===== config.mk =====
export PLATFORM = sky130hd
export DESIGN_NAME = kul4_err_sweep_flat
export DESIGN_NICKNAME = d
export VERILOG_FILES = /design/src/rtl/kul4_err_sweep_if.sv /design/src/rtl/kul4_err_sweep.sv /design/src/flat_wrapper.sv
export SDC_FILE = /design/constraint.sdc
export NUM_CORES = 1
export LEC_CHECK = 0
export ABC_AREA = 1
export BUFFER_PORTS_ARGS = -buffer_cell sky130_fd_sc_hd__buf_2
export CAP_MARGIN = 20
export CELL_PAD_IN_SITES_DETAIL_PLACEMENT = 1
export CELL_PAD_IN_SITES_GLOBAL_PLACEMENT = 1
export CORE_UTILIZATION = 39
export DETAILED_ROUTE_END_ITERATION = 6
export GPL_TIMING_DRIVEN = 0
export PLACE_DENSITY_LB_ADDON = 0.1
export SYNTH_ARGS = -nofsm -noshare
export SYNTH_HDL_FRONTEND = slang
export SYNTH_SLANG_ARGS = --single-unit

===== constraint.sdc =====
create_clock -name clk -period 2.7 [get_ports clk]
set_input_delay 0.405 -clock clk [delete_from_list [all_inputs] [get_ports clk]]
set_output_delay 0.405 -clock clk [all_outputs]
set_load 0.005 [all_outputs]

===== src/rtl/kul4_err_sweep_if.sv =====
// Operand/product bus between the error sweep engine and a multiplier under test.
`timescale 1ns/1ps
interface kul4_err_sweep_if #(
    parameter int OP_W = 4
);
    logic [OP_W-1:0]   op_a;
    logic [OP_W-1:0]   op_b;
    logic [2*OP_W-1:0] prod_in;

    modport master (output op_a, output op_b, input prod_in);
    modport slave  (input op_a, input op_b, output prod_in);
endinterface


===== src/rtl/kul4_err_sweep.sv =====
// Error-characterisation sweep for 4x4 approximate multipliers.
// Define KUL4_ERR_SWEEP_BIAS_EN to add the signed err_bias accumulator.
`timescale 1ns/1ps
module kul4_err_sweep #(
    parameter int OP_W    = 4,
    parameter int DUT_LAT = 1
) (
    input  logic                     clk,
    input  logic                     rst_n,
    input  logic                     start,
    kul4_err_sweep_if.master         mul,
    output logic                     busy,
    output logic                     done,
    output logic [2*OP_W:0]          err_count,
    output logic [4*OP_W-1:0]        sum_ed,
    output logic [2*OP_W-1:0]        max_ed
`ifdef KUL4_ERR_SWEEP_BIAS_EN
    ,
    output logic signed [4*OP_W+1:0] err_bias
`endif
);
    localparam int PW = 2 * OP_W;
    localparam int TD = (DUT_LAT > 0) ? DUT_LAT : 1;
    localparam logic [PW-1:0] K_LAST = '1;
    localparam logic [2:0] DRAIN_INIT = 3'((DUT_LAT > 0) ? DUT_LAT - 1 : 0);

    typedef enum logic [1:0] {
        IDLE,
        ISSUE,
        DRAIN,
        DONE
    } state_e;

    state_e                state_q, state_d;
    logic [PW-1:0]         k_q, k_d;
    logic [2:0]            drain_q, drain_d;
    logic                  busy_q, busy_d;
    logic                  done_q, done_d;
    logic [PW:0]           err_q, err_d;
    logic [4*OP_W-1:0]     sum_q, sum_d;
    logic [PW-1:0]         max_q, max_d;
    logic [TD-1:0]         tv_q, tv_d;
    logic [TD-1:0][PW-1:0] tp_q, tp_d;
`ifdef KUL4_ERR_SWEEP_BIAS_EN
    logic signed [4*OP_W+1:0] bias_q, bias_d;
    logic signed [4*OP_W+1:0] sed;
`endif

    logic          iss_v;
    logic [PW-1:0] iss_p;
    logic          cmp_v;
    logic [PW-1:0] cmp_p;
    logic          ge;
    logic [PW-1:0] ed;

    assign mul.op_a = k_q[PW-1:OP_W];
    assign mul.op_b = k_q[OP_W-1:0];

    assign iss_v = (state_q == ISSUE);
    assign iss_p = {{OP_W{1'b0}}, k_q[PW-1:OP_W]}
                 * {{OP_W{1'b0}}, k_q[OP_W-1:0]};

    // Tag pipeline mirrors the multiplier latency so each product meets its reference.
    always_comb begin
        tv_d    = tv_q;
        tp_d    = tp_q;
        tv_d[0] = iss_v;
        tp_d[0] = iss_p;
        for (int i = 1; i < TD; i++) begin
            tv_d[i] = tv_q[i-1];
            tp_d[i] = tp_q[i-1];
        end
    end

    always_comb begin
        if (DUT_LAT == 0) begin
            cmp_v = iss_v;
            cmp_p = iss_p;
        end else begin
            cmp_v = tv_q[TD-1];
            cmp_p = tp_q[TD-1];
        end
    end

    assign ge = (mul.prod_in >= cmp_p);
    assign ed = ge ? (mul.prod_in - cmp_p) : (cmp_p - mul.prod_in);

`ifdef KUL4_ERR_SWEEP_BIAS_EN
    always_comb begin
        sed = $signed({{(PW+2){1'b0}}, ed});
        if (!ge) begin
            sed = -sed;
        end
    end
`endif

    always_comb begin
        state_d = state_q;
        k_d     = k_q;
        drain_d = drain_q;
        busy_d  = busy_q;
        done_d  = 1'b0;
        err_d   = err_q;
        sum_d   = sum_q;
        max_d   = max_q;
`ifdef KUL4_ERR_SWEEP_BIAS_EN
        bias_d  = bias_q;
`endif
        if (cmp_v) begin
            err_d = err_q + {{PW{1'b0}}, (ed != '0)};
            sum_d = sum_q + {{PW{1'b0}}, ed};
            if (ed > max_q) begin
                max_d = ed;
            end
`ifdef KUL4_ERR_SWEEP_BIAS_EN
            bias_d = bias_q + sed;
`endif
        end
        case (state_q)
            IDLE: begin
                if (start) begin
                    state_d = ISSUE;
                    k_d     = '0;
                    busy_d  = 1'b1;
                    err_d   = '0;
                    sum_d   = '0;
                    max_d   = '0;
`ifdef KUL4_ERR_SWEEP_BIAS_EN
                    bias_d  = '0;
`endif
                end
            end
            ISSUE: begin
                k_d = k_q + 1'b1;
                if (k_q == K_LAST) begin
                    if (DUT_LAT == 0) begin
                        state_d = DONE;
                        busy_d  = 1'b0;
                        done_d  = 1'b1;
                    end else begin
                        state_d = DRAIN;
                        drain_d = DRAIN_INIT;
                    end
                end
            end
            DRAIN: begin
                if (drain_q == '0) begin
                    state_d = DONE;
                    busy_d  = 1'b0;
                    done_d  = 1'b1;
                end else begin
                    drain_d = drain_q - 1'b1;
                end
            end
            DONE: begin
                state_d = IDLE;
            end
            default: begin
                state_d = IDLE;
            end
        endcase
    end

    always_ff @(posedge clk or negedge rst_n) begin
        if (!rst_n) begin
            state_q <= IDLE;
            k_q     <= '0;
            drain_q <= '0;
            busy_q  <= 1'b0;
            done_q  <= 1'b0;
            err_q   <= '0;
            sum_q   <= '0;
            max_q   <= '0;
            tv_q    <= '0;
            tp_q    <= '0;
`ifdef KUL4_ERR_SWEEP_BIAS_EN
            bias_q  <= '0;
`endif
        end else begin
            state_q <= state_d;
            k_q     <= k_d;
            drain_q <= drain_d;
            busy_q  <= busy_d;
            done_q  <= done_d;
            err_q   <= err_d;
            sum_q   <= sum_d;
            max_q   <= max_d;
            tv_q    <= tv_d;
            tp_q    <= tp_d;
`ifdef KUL4_ERR_SWEEP_BIAS_EN
            bias_q  <= bias_d;
`endif
        end
    end

    assign busy      = busy_q;
    assign done      = done_q;
    assign err_count = err_q;
    assign sum_ed    = sum_q;
    assign max_ed    = max_q;
`ifdef KUL4_ERR_SWEEP_BIAS_EN
    assign err_bias  = bias_q;
`endif

endmodule


===== src/flat_wrapper.sv =====
// flat-port wrapper written by rule: the top's interface ports become plain ports
module kul4_err_sweep_flat 
#(
    parameter int OP_W    = 4,
    parameter int DUT_LAT = 1
)
  (clk, rst_n, start, busy, done, err_count, sum_ed, max_ed, mul_op_a, mul_op_b, mul_prod_in);
  kul4_err_sweep_if #(.OP_W(OP_W)) mul_i ();
  input  logic clk;
  input  logic rst_n;
  input  logic start;
  output logic busy;
  output logic done;
  output logic [2*OP_W:0] err_count;
  output logic [4*OP_W-1:0] sum_ed;
  output logic [2*OP_W-1:0] max_ed;
  output wire logic [$bits(mul_i.op_a)-1:0] mul_op_a;
  output wire logic [$bits(mul_i.op_b)-1:0] mul_op_b;
  input wire logic [$bits(mul_i.prod_in)-1:0] mul_prod_in;
  assign mul_op_a = mul_i.op_a;
  assign mul_op_b = mul_i.op_b;
  assign mul_i.prod_in = mul_prod_in;
  kul4_err_sweep #(.OP_W(OP_W), .DUT_LAT(DUT_LAT)) u_core (.clk(clk), .rst_n(rst_n), .start(start), .mul(mul_i), .busy(busy), .done(done), .err_count(err_count), .sum_ed(sum_ed), .max_ed(max_ed));
endmodule

; Word level (Yosys, flattened, before mapping)
; Cells that the tools add are included.
[totals]
ff_bits = 57
latch_bits = 0
ram_bits = 0
romBits = 0
out_inout_bits = 43
wordCells = 62
memories = 0
[classes]
add_sub_neg = 6
n_mul = 1
div = 0
magnitude_cmp = 2
eq_ne = 8
n_shift = 0
n_mux = 25
n_bitwise = 0
n_reduce_logical = 10
[ops]
columns = operator, n
row1 = 2-to-1 mux 16 bit, 3
row2 = 2-to-1 mux 8 bit, 6
row3 = 2-to-1 mux 9 bit, 3
row4 = adder 16 x 8 -> 16 bit, 1
row5 = case mux 8 bit (2 select lines), 1
row6 = subtractor 8 bit, 2
row7 = adder 9 x 1 -> 9 bit, 1
row8 = AND reduction 3 bit, 3
row9 = "adder 8 x 1 -> 8 bit, second input constant", 1
row10 = "equality test 8 bit, second input constant", 1
row11 = >= comparator 8 bit, 1
row12 = greater-than comparator 8 bit, 1
row13 = multiplier 4 x 4 -> 8 bit, 1
row14 = case mux 2 bit (4 select lines), 1
row15 = nonzero test 8 bit, 1
row16 = 2-to-1 mux 2 bit, 3
row17 = 2-to-1 mux 3 bit, 2
row18 = "inequality test 2 bit, second input constant", 3
row19 = case mux 3 bit (2 select lines), 1
row20 = nonzero test 2 bit, 3
row21 = "equality test 2 bit, second input constant", 2
row22 = 2-to-1 mux 1 bit, 4
row23 = logical NOT 3 bit, 1
row24 = "subtractor 3 x 1 -> 3 bit, second input constant", 1
row25 = other kinds (5), 5

; Longest topological paths before layout
[depth]
word_depth = 7
depth_mapped = 24

; Least setup slack after synthesis
; No wires, ideal clock.
[synth_timing]
path_kind = input port to flip-flop
startpoint = input port mul_prod_in[0]
endpoint = register u_core.err_q[8] (netlist: u_core.err_count[8])
arrival_time_ps = 2766
t_required_ps = 2579
setup_slack_ps = -187
stages = 22
path_buffers = 0
cell_sequence = inv_1 -> ha_1 -> inv_1 -> fa_1 -> nand3_2 -> nand2_1 -> nand2_1 -> nand3_2 -> nand2_2 -> nand2_2 -> nand3_1 -> nor2_1 -> nand2_1 -> ha_1 -> ha_1 -> nand3_1 -> nor2_1 -> nand2_1 -> nor3_1 -> nand2_1 -> o21ai_1 -> a21oi_1
[synth_via]
elab_chain_len = 7
elab_cells_between_ends = 9
cone_classes = 3 x add/sub / 1 x order compare / 4 x mux / 1 x reduce/logical
[synth_lines]
columns = element, line
row1 = start: declaration, flat_wrapper.sv:19  ; input wire logic [$bits(mul_i.prod_in)-1:0] mul_prod_in;
row2 = subtractor 8 bit / >= comparator 8 bit (equally long branches), "kul4_err_sweep.sv:86, kul4_err_sweep.sv:85"
row3 = 2-to-1 mux 8 bit (*), kul4_err_sweep.sv:86  ; assign ed = ge ? (mul.prod_in - cmp_p) : (cmp_p - mul.prod_in);
row4 = nonzero test 8 bit (*), kul4_err_sweep.sv:110  ; err_d = err_q + {{PW{1'b0}}, (ed != '0)};
row5 = adder 9 x 1 -> 9 bit (*), kul4_err_sweep.sv:110
row6 = 2-to-1 mux 9 bit (*), kul4_err_sweep.sv:109  ; if (cmp_v) begin
row7 = 2-to-1 mux 9 bit, kul4_err_sweep.sv:121  ; if (start) begin
row8 = 2-to-1 mux 9 bit (*), kul4_err_sweep.sv:119  ; case (state_q)
row9 = net u_core.err_d[8], kul4_err_sweep.sv:39  ; logic [PW:0] err_q, err_d;
row10 = end signal: assignment, kul4_err_sweep.sv:185  ; err_q <= err_d;
row11 = end: declaration, kul4_err_sweep.sv:39
; Mark *: on every way through the listed nets, which the timed path passes. The rest lies on a longest branch.
; A chain may end at the register's enable or synchronous reset.

; Final worst setup path
[layout_timing]
startpoint = register u_core.tp_q, in the netlist u_core.cmp_p[0]
endpoint = register u_core.sum_q[12] (netlist: u_core.sum_ed[12])
[layout_via]
elab_chain_len = 6
elab_cells_between_ends = 8
cone_classes = 3 x add/sub / 1 x order compare / 4 x mux
[layout_lines]
columns = element, line
row1 = start: declaration, kul4_err_sweep.sv:43  ; logic [TD-1:0][PW-1:0] tp_q, tp_d;
row2 = start signal: assignment, kul4_err_sweep.sv:189  ; tp_q <= tp_d;
row3 = subtractor 8 bit / >= comparator 8 bit (equally long branches), "kul4_err_sweep.sv:86, kul4_err_sweep.sv:85"
row4 = 2-to-1 mux 8 bit (*), kul4_err_sweep.sv:86
row5 = adder 16 x 8 -> 16 bit (*), kul4_err_sweep.sv:111  ; sum_d = sum_q + {{PW{1'b0}}, ed};
row6 = 2-to-1 mux 16 bit (*), kul4_err_sweep.sv:109
row7 = 2-to-1 mux 16 bit, kul4_err_sweep.sv:121
row8 = 2-to-1 mux 16 bit (*), kul4_err_sweep.sv:119
row9 = net u_core.sum_d[12], kul4_err_sweep.sv:40  ; logic [4*OP_W-1:0] sum_q, sum_d;
row10 = end signal: assignment, kul4_err_sweep.sv:186  ; sum_q <= sum_d;
row11 = end: declaration, kul4_err_sweep.sv:40
; Marks and branches as above.

==> run summary <==
The clock tree buffer depth is 2, and the final setup violation count is 27. The total of flip-flops plus latches after synthesis is 57, and the worst hold slack after final layout is 0.150 ns. Summing all non-filler instances in the final layout gives an area of 6520 um2. STA classifies the critical path startpoint as a flip-flop.

The vias per cell was 5.10. After clock tree synthesis, the clock-pin slew on the worst setup and hold paths is 0.06 ns. Sequential elements use 31.1% of the synthesized area. Summed over all nets, wire length on met2 after detailed routing comes to 7630 um.

The source of the worst register-to-register timing path was u_core.cmp_p[0]$_DFF_PN0_. The largest single stage delay on the critical path is 0.37 ns. Before antenna repair, the detailed router went through 4 iterations.

The detailed router finished its first iteration with 131 violations. Most frequent cell on the critical path: nand2_2. TritonCTS built the clock tree. The die covers 12,200 um2.

The fraction of synthesized cell area taken by the top area cell type works out to 31.1%. The endpoint required time on the critical path is 2.93 ns, and the number of endpoints with negative hold slack in the final report is 0. Relative to the synthesized area, the layout overhead comes to 42.3%. Buffers inserted to repair hold after CTS numbered 0.

The net count after synthesis is 704, and the maximum number of pins on one net before global-route repair is 58. Measured on the finished design, the core utilization comes to 57.1%. Summing over every cut layer, the via total after detailed routing is 4,511. The number of buffers inserted during clock tree synthesis was 9; the number of port buffers was 53. Among all stages on the critical path, the largest delay is contributed by fa_2.

The number of slew-limit violations in the final report came out at 0. The placed wire-length estimate is 9530 um, and the clock skew after layout is 0.00757 ns. Clock latency on the worst-skew pair: 0.34 ns.

Of all cell types, the one taking the most synthesized area is dfrtp_1. The max capacitance violation total is 0. Timing would allow up to 0.334 GHz. The capturing element type of the critical path was a flip-flop. For the count of cell types in the netlist, the log shows 43. The worst setup path is of the flip-flop to flip-flop kind. After detailed routing, the met3 layer carries 360 um of wire. The x dimension of the die is 110 um. The number of global-route vias before repair was 4,720. The buffer and inverter count on the worst path was 5.

In this run the core area contains 39 standard-cell rows. The root buffer cell is clkbuf_16. The Yosys step of the flow raised 0 warnings. The final wirelength was 14,600 um; the area of the core was 11,400 um2. The tools report the count of unresolved DRC violations after routing as 0. The detail-routed net length per standard cell was 16.6 um. In this run the number of H-tree levels came out at 3. The post-synthesis cell area is 4590 um2. The part of the cycle the worst path needs was 111%.

The global-route wire length before repair came out at 22,900 um. Counting every sink on the clock net gives 57. The share of layout cells above drive strength 1 was 38.9%. Worst-case vdd ir drop: 699 uV. After layout, the minimum clock period comes to 2.99 ns. The synthesized netlist cell count came out at 633. Effective utilization at floorplan: 40.2%.

The run gives 47.6% as the worst max-slew margin expressed relative to the limit. The checks that failed: setup timing. Global routing finished with a remaining overflow of 0.

The endpoint of the worst setup timing path is u_core.sum_ed[12]$_DFF_PN0_. The transition at the pin with the smallest max-transition slack was 0.786 ns; the routability-driven placement congestion ratio was 0.846. The finished layout holds 884 standard cells, fillers aside.

After detailed placement, the design holds a cell count of 829. Dividing the synthesized area by the synthesized cell count gives 7.24 um2. The flow ran to the end, but the final reports show violations. For the leakage power summed over all cells, the log shows 3.36 nW. The tools report the total track usage as 23.5%.

In the final timing run, aggregate negative setup slack is -5.44 ns. The number of antenna violations at the first check in global routing came out at 0. The slack of the critical path came out at -0.291 ns. The path depth of the worst reg2reg path was 21. The tools report the diode insertion count for antenna repair as 0. Launching element of the worst setup path: u_core.cmp_p[0]$_DFF_PN0_. The detail route stage leaves a number of antenna-violating nets equal to 0. The critical path crosses 21 cells after its start point. In the final routing, the length of wire on met1 measures 6250 um. In this run the top signal layer used is met4.

After detailed placement, the total cell area comes to 5120 um2. Among cell families on the critical path, the largest total delay comes from simple AND/OR/NAND/NOR gates. The capture point of the worst reg-to-reg path is u_core.sum_ed[12]$_DFF_PN0_. The worst register-to-register path has a setup slack of -0.29 ns.

The signal on the critical path passes through ha_2, inv_2, fa_2, nand3_4, nand2_4, nand2_4, nand2_4, nor2_4, nand2_2, nand2_2, buf_6, inv_6, ha_4, inv_4, nor3_4, nand2_2, nand3_4, buf_4, nand2_2, o21ai_1, a21oi_1. STA puts the critical path data arrival time at 3.22 ns. The number of nets in the final layout was 809. The worst min-delay path category was input pin to asynchronous set/reset pin. Counting the fill cells in the layout gives 1,386.

Pin placement for this block handled 54 I/O pins. The ratio of total power to cell area works out to 905 nW/um2. Yosys attributes the largest share of cell area to dfrtp_1 31%, ha_1 14%, nand2_1 13%. The biggest fanout along the worst timing path is 5, and the die height is 110 um. Setup repair after global routing could not meet its margin everywhere.
==> timing repair <==
action	in CTS	in global routing
resized for setup	133	72
setup buffers	24	20
endpoints found under the setup margin	30	30
cloned	1	0
pin swaps	60	48
endpoints found under the hold margin	0	0
==> metrics by stage <==
step                      setup WS (ns)  power (mW)
after floorplan                 -0.0280        2.86
after global placement           -0.616        3.48
after detailed placement         -0.657        3.59
after CTS                        -0.286        5.49
after global routing             -0.451        6.34
final                            -0.291        5.91
==> cells by family after synthesis <==
logic type | after synthesis | synth area share (%)
adder cells (fa/ha/maj) | 60 | 17.5
buffers and inverters | 133 | 11.3
flip-flops | 57 | 31.1
AND/OR/NAND/NOR | 292 | 27.9
AO/OA/AOI/OAI | 78 | 9.69
XOR/XNOR | 13 | 2.48
==> area by class of cell <==
cell class / instances / area [um2] / area share (%)
clock inverter: 3 / 42.5 / 0.652
multi-input combinational: 444 / 3470 / 53.2
timing repair buffer: 94 / 611 / 9.36
sequential: 57 / 1430 / 21.9
tap: 143 / 179 / 2.74
inverter: 124 / 490 / 7.52
clock buffer: 11 / 243 / 3.72
buffer: 8 / 60.1 / 0.921
==> state kept, by name, indices dropped and copies added, names as in the netlist <==
| signal | count |
|---|---|
| u_core.err_count | 9 |
| u_core.cmp_v | 1 |
| u_core.max_ed | 8 |
| u_core.busy | 1 |
| u_core.drain_q | 3 |
| u_core.done | 1 |
| u_core.cmp_p | 8 |
| u_core.k_q | 8 |
| u_core.state_q | 2 |
| u_core.sum_ed | 16 |
==> where the power goes <==
group	internal [mW]	total (mW)	leakage, nW	switching, mW
clock	0.727	1.14	0.137	0.416
sequential	1.11	1.40	0.747	0.295
combinational	1.43	3.36	2.47	1.93
==> how the worst min path moves through the flow <==
stage / slack [ns] / endpoint / cells after the start / startpoint
after floorplan: 0.11 / u_core.busy$_DFFE_PN0P_ / 0 / rst_n
after global placement: 0.46 / u_core.drain_q[0]$_DFFE_PN0P_ / 1 / u_core.drain_q[0]$_DFFE_PN0P_
after detailed placement: 0.48 / u_core.drain_q[0]$_DFFE_PN0P_ / 1 / u_core.drain_q[0]$_DFFE_PN0P_
after CTS: 0.19 / u_core.sum_ed[7]$_DFF_PN0_ / 1 / rst_n
after global routing: 0.23 / u_core.cmp_p[4]$_DFF_PN0_ / 1 / rst_n
final: 0.15 / u_core.sum_ed[5]$_DFF_PN0_ / 1 / rst_n
==> per-layer routing <==
layer  up-vias  GRT usage, %
li1       2198             -
met1      2226          28.5
met2        58          41.8
met3        29          4.88
met4         0          6.58
met5         -             0
==> layout by cell type (no fill, tap or decap), types with 4 or more instances in the layout <==
| cell type | instances |
|---|---|
| buf_2 | 52 |
| xnor2_1 | 4 |
| nand3_1 | 22 |
| clkbuf_16 | 9 |
| nand3_2 | 8 |
| o21ai_0 | 9 |
| dfrtp_1 | 54 |
| ha_4 | 20 |
| nand2_2 | 41 |
| nor2_1 | 39 |
| nand2_4 | 15 |
| fa_1 | 4 |
| inv_2 | 13 |
| a21oi_4 | 4 |
| inv_1 | 103 |
| ha_1 | 30 |
| nor2_4 | 12 |
| nor3_1 | 6 |
| buf_6 | 10 |
| nand2_1 | 113 |
| buf_4 | 35 |
| a21oi_1 | 25 |
| nor3_2 | 5 |
| inv_4 | 5 |
| xor2_1 | 9 |
| nand3_4 | 7 |
| nand4_1 | 7 |
| nor2_2 | 12 |
| o21ai_1 | 13 |
| clkbuf_1 | 5 |
| a21oi_2 | 13 |
==> worst register-to-register path, stage by stage (launching register included) <==
cell and delay (ns):
dfrtp_1 0.35, ha_2 0.17, inv_2 0.04, fa_2 0.37, nand3_4 0.09, nand2_4 0.07
nand2_4 0.08, nand2_4 0.06, nor2_4 0.21, nand2_2 0.07, nand2_2 0.09, buf_6 0.12
inv_6 0.04, ha_4 0.29, inv_4 0.06, nor3_4 0.20, nand2_2 0.10, nand3_4 0.10
buf_4 0.12, nand2_2 0.05, o21ai_1 0.13, a21oi_1 0.05
==> cells in the mapped netlist, drive strengths merged <==
cell type    n
nand2      168
inv        122
nor2        63
dfrtp       57
ha          53
a21oi       42
nand3       37
o21ai       25
nor3        14
xor2         9
fa           7
nand4        7
buf          5
clkbuf       4
xnor2        4
o31ai        3
clkinv       2
o211ai       2
a211oi       1
a21boi       1
a31oi        1
nand3b       1
nor4         1
o21a         1
o21bai       1
o22ai        1
or2          1
No activity file was read; power rests on OpenSTA's default activity.
